[config.mk]
export PLATFORM = sky130hd
export DESIGN_NAME = apb_fsm_controller
export DESIGN_NICKNAME = d
export VERILOG_FILES = /design/src/rtl/apb_fsm_controller.sv
export SDC_FILE = /design/constraint.sdc
export NUM_CORES = 1
export LEC_CHECK = 0
export ABC_CLOCK_PERIOD_IN_PS = 2700
export BUFFER_PORTS_ARGS = -buffer_cell sky130_fd_sc_hd__buf_2
export CAP_MARGIN = 20
export CORE_AREA = 2 2 93 95
export DETAILED_ROUTE_END_ITERATION = 6
export DIE_AREA = 0 0 95 97
export PLACE_DENSITY = 0.84
export SLEW_MARGIN = 20
export SYNTH_ARGS = -nofsm -noshare
export SYNTH_HDL_FRONTEND = slang
export SYNTH_SLANG_ARGS = --single-unit
[constraint.sdc]
create_clock -name Hclk -period 2.7 [get_ports Hclk]
set_input_delay 0.135 -clock Hclk [delete_from_list [all_inputs] [get_ports Hclk]]
set_output_delay 0.135 -clock Hclk [all_outputs]
set_load 0.01 [all_outputs]
[src/rtl/apb_fsm_controller.sv]
// AHB-to-APB bridge control FSM: turns decoded AHB transfers into
// APB setup/enable pairs, pipelining back-to-back writes.
module apb_fsm_controller (
  input  logic        Hclk,
  input  logic        Hresetn,
  input  logic        valid,
  input  logic [31:0] Haddr,
  input  logic [31:0] Haddr1,
  input  logic [31:0] Hwdata,
  input  logic        Hwrite,
  input  logic        Hwritereg,
  input  logic [2:0]  tempselx,
  input  logic [31:0] Prdata,
  output logic        Pwrite,
  output logic        Penable,
  output logic [2:0]  Pselx,
  output logic [31:0] Paddr,
  output logic [31:0] Pwdata,
  output logic        Hreadyout,
  output logic [31:0] Hrdata
);

  typedef enum logic [2:0] {
    ST_IDLE,
    ST_WWAIT,
    ST_READ,
    ST_RENABLE,
    ST_WRITE,
    ST_WRITEP,
    ST_WENABLE,
    ST_WENABLEP
  } state_t;

  state_t      state, state_n;
  logic        pwrite_n, penable_n, hready_n;
  logic [2:0]  psel_n;
  logic [31:0] paddr_n, pwdata_n;

  assign Hrdata = Prdata;

  always_comb begin
    state_n = state;
    unique case (state)
      ST_IDLE, ST_WENABLE, ST_RENABLE: begin
        unique case (1'b1)
          valid && Hwrite:  state_n = ST_WWAIT;
          valid && !Hwrite: state_n = ST_READ;
          default:          state_n = ST_IDLE;
        endcase
      end
      ST_WWAIT:
        state_n = valid ? ST_WRITEP : ST_WRITE;
      ST_WRITE:
        state_n = valid ? ST_WENABLEP : ST_WENABLE;
      ST_WRITEP:
        state_n = ST_WENABLEP;
      ST_READ:
        state_n = ST_RENABLE;
      ST_WENABLEP: begin
        unique case (1'b1)
          !Hwritereg:         state_n = ST_READ;
          Hwritereg && valid: state_n = ST_WRITEP;
          default:            state_n = ST_WRITE;
        endcase
      end
    endcase
  end

  // Outputs are decided by the state being entered, so they
  // change on the same edge as the state register.
  always_comb begin
    psel_n    = Pselx;
    pwrite_n  = Pwrite;
    penable_n = Penable;
    paddr_n   = Paddr;
    pwdata_n  = Pwdata;
    hready_n  = Hreadyout;
    unique case (state_n)
      ST_READ: begin
        psel_n    = tempselx;
        pwrite_n  = 1'b0;
        penable_n = 1'b0;
        hready_n  = 1'b0;
        paddr_n   = (state == ST_WENABLEP) ? Haddr1 : Haddr;
      end
      ST_WRITE, ST_WRITEP: begin
        psel_n    = tempselx;
        pwrite_n  = 1'b1;
        penable_n = 1'b0;
        paddr_n   = Haddr1;
        pwdata_n  = Hwdata;
        hready_n  = 1'b0;
      end
      ST_RENABLE, ST_WENABLE, ST_WENABLEP: begin
        penable_n = 1'b1;
        hready_n  = 1'b1;
      end
      ST_WWAIT: begin
        penable_n = 1'b0;
        hready_n  = 1'b1;
      end
      ST_IDLE: begin
        psel_n    = 3'b000;
        penable_n = 1'b0;
        hready_n  = 1'b1;
      end
    endcase
  end

  always_ff @(posedge Hclk or negedge Hresetn) begin
    if (!Hresetn) begin
      state     <= ST_IDLE;
      Pselx     <= 3'b000;
      Pwrite    <= 1'b0;
      Penable   <= 1'b0;
      Paddr     <= 32'h0;
      Pwdata    <= 32'h0;
      Hreadyout <= 1'b1;
    end else begin
      state     <= state_n;
      Pselx     <= psel_n;
      Pwrite    <= pwrite_n;
      Penable   <= penable_n;
      Paddr     <= paddr_n;
      Pwdata    <= pwdata_n;
      Hreadyout <= hready_n;
    end
  end

endmodule

==> out/results.ini <==
[power_and_ir_drop]
p_int_mw=3.82
p_switching_mw=2.10
share_comb_of_total_power_pct=51.2
vdd_ir_drop_max_mv=0.844
p_per_area_nw_per_um2=1290
seq_power_share_pct=34.2
power.leakage_nw=2.33
clock_power_share_pct=14.6
switching_share_pct=35.5
total_power_mw=5.92

[floorplanning]
initial_utilization_pct=44.9
die_area_um2=9220
rows=33
floorplan.die.height_um=97
die_w_um=95
core_area_um2=8130
io-pin-count=238

[timing]
setup_repair_after_global_routing_missed_its_margin=no
final-max-slew-violation-count=0
final.hold.worst_slack_ns=0.0209
final.min_clock_period_ns=2.15
final-setup-viol-count=0
setup-tns-final_ns=0
tightest_slew_ns=0.899
slew_headroom_pct=40.1
setup_slack_ns=0.555
clock-skew-final_ns=0.00942
report.final.hold_viol_count=0
fmax_ghz=0.466
finalCritPeriodShare_pct=79.4

[critical_path]
crit_path_max_incr_delay_ns=0.60
critPathKind=flop to flop
cp.buffers_inverters=2
cp.required_ns=2.92
worstSetupEndpointType=flop
cpMaxStageDelayCell=dfrtp_1
crit_path_cell_trace=nand2b_2, o21a_1, inv_2, a21oi_4, buf_4, mux2_2
startpoint_type=flop
reg2reg_to=Paddr[18]
critPathArrivalTime_ns=2.36
worstPathMaxFanout=33
critical_path.top_delay_family=flip-flops
worst_r2r_startpoint=state[2]
ff2ff_setup_slack_ns=0.55
reg2regPathDepth=6

[yosys]
netlist_area_pre_place_um2=3650
synth_nets=397
post_synth_num_cell_types=24
yosys.area_share.xor_xnor_pct=0.753
synth-compound-area-share_pct=4.25
synth.ff_latch_count=73
ys_async_sr_fraction_pct=100
synthDominantAreaCellType=dfrtp_1
ys_warn_count=0
share_of_synthesized_area_spent_on_multiplexers_pct=32.7
synthSimpleGateAreaFrac_pct=2.50
synth_top_family_by_area=multiplexers
yosys.cell_count.top_type=dfrtp_1
arithmetic_cell_share_of_the_synthesized_area_counting_full_adders_half_adders_and_majority_gates_pct=0
synth.yosys.seq_area_share_pct=50.0
synthFlopType=dfrtp_1
synth_cells=261
yosys.area.top_type_share_pct=49.3
yosys-top-cells-area=dfrtp_1, mux2_2, mux2_4
average_footprint_of_a_synthesized_cell_um2=14.0
synth.top_cells.by_count=dfrtp_1, mux2_2, buf_4
synth-edff-count=0

[finish]
seq_area_um2=1830
layout.nets=546
fin_util_pct=56.6
layout_area_overhead_pct=26.1
post_route_cells_drive_above_1_share_pct=70.6
final_area_um2=4610
multiInputGateArea_um2=1470
fillers=699
layout.cells.non_filler=521

[placed_design]
detailed_place_hpwl_um=5900
dp.cells=497
dpl-instance-area_um2=4330
placement.io_buffers=173
placement.setup.worst_slack_ns=0.552
finalWeightedCongestion=0.850

[global_routing]
global_route_wire_length_before_repair_um=12300
via_count_of_the_first_global_routing_pass=2743
global_route.overflow_total=0
grt_antenna_before_repair=0
largest_net_degree_at_the_start_of_global_routing=74
grt_usage_pct=17.0

[route]
vias_per_cell=4.90
firstDrtPassIters=5
final_antenna_net_count=0
routedWlPerCell_um=15.2
post-route-drc-count=0
detailroute.via_count=2552
drt_first_iter_violations=85
detail_route.wirelength_um=7920

[job]
drv.max_cap_violation_count=0

[min_path]
timing.hold.worst.start=Hwdata[16]
min_delay_path_depth=2
hold_wc_path_type=input port to flop
timing.hold.worst_endpoint=Pwdata[16]

[clock_tree]
cts_resized=0
clock-root-buffer=clkbuf_8
max-clock-path-buffers=2
postCtsSetupBuffers=0
htree_levels=3
numCtsBuffers=9
clk_transition_reported_paths_ns=0.08
cts_tree=built
numClockSinks=73
insertion_delay_ns=0.34
post_cts_hold_buffer_count=6

[outcome]
outcome=finished, final reports clean

[power by group through the flow]
| stage | registers [mW] | clock network [mW] | logic (mW) |
|---|---|---|---|
| 6_report | 2.02 | 0.864 | 3.03 |
| 2_1_floorplan | 2.23 | 0 | 2.08 |
| 3_3_place_gp | 2.01 | 0 | 2.96 |
| 5_1_grt | 2.10 | 0.941 | 3.28 |
| 4_1_cts | 2.03 | 0.899 | 3.09 |
| 3_5_place_dp | 2.05 | 0 | 3.08 |
[cell usage in the layout, fill, tap and decap left out, types with 4 or more instances in the layout]
master | netlist | layout
buf_2 | 4 | 172
o21ai_0 | 10 | 10
dfrtp_1 | 72 | 72
a21oi_1 | 8 | 8
nand3_1 | 6 | 6
mux2_2 | 66 | 66
dlygate4sd3_1 | 0 | 7
mux2_4 | 30 | 30
nand2_1 | 5 | 5
inv_1 | 4 | 4
clkbuf_8 | 0 | 10
[logic make-up (layout without fill, tap and decap cells)]
logic type | Yosys count | in the layout
buffers and inverters | 49 | 203
AND/OR/NAND/NOR | 17 | 17
other | 0 | 1
AO/OA/AOI/OAI | 25 | 25
flip-flops | 73 | 73
XOR/XNOR | 1 | 1
multiplexers | 96 | 96
[flip-flops by register name, summed over array words and instances, names as in the netlist]
| register | flops |
|---|---|
| Pwdata | 32 |
| Pwrite | 1 |
| Paddr | 32 |
| state | 3 |
| Penable | 1 |
| Pselx | 3 |
| Hreadyout | 1 |
[worst max path at each step]
stage	startpoint	end	slack [ns]	depth (start not counted)
after detailed placement	state[2]	Paddr[17]	0.55	6
after global placement	state[2]	Paddr[18]	0.64	6
after CTS	state[2]	Paddr[17]	0.57	6
after floorplan	state[2]	Paddr[10]	1.08	7
after global routing	state[2]	Paddr[18]	0.44	6
final	state[2]	Paddr[18]	0.55	6
[cell type report]
cell class	count	share of cell area [%]
repair buffers	182	20.7
inverters	5	0.407
clock buffers	10	2.99
multi-input cells	139	31.9
clock inverters	6	1.44
well taps	105	2.85
diodes	1	0.0543
flip-flops and latches	73	39.7
[metal layers]
| metal | track usage (%) | vias to the layer above | share of wire, % |
|---|---|---|---|
| li1 | - | 1176 | - |
| met1 | 16.8 | 1228 | 36 |
| met2 | 31.9 | 120 | 54 |
| met3 | 4.21 | 28 | 7.8 |
| met4 | 8.58 | 0 | 2.2 |
| met5 | 0 | - | 0 |
Power figures use the tool's default switching activity.
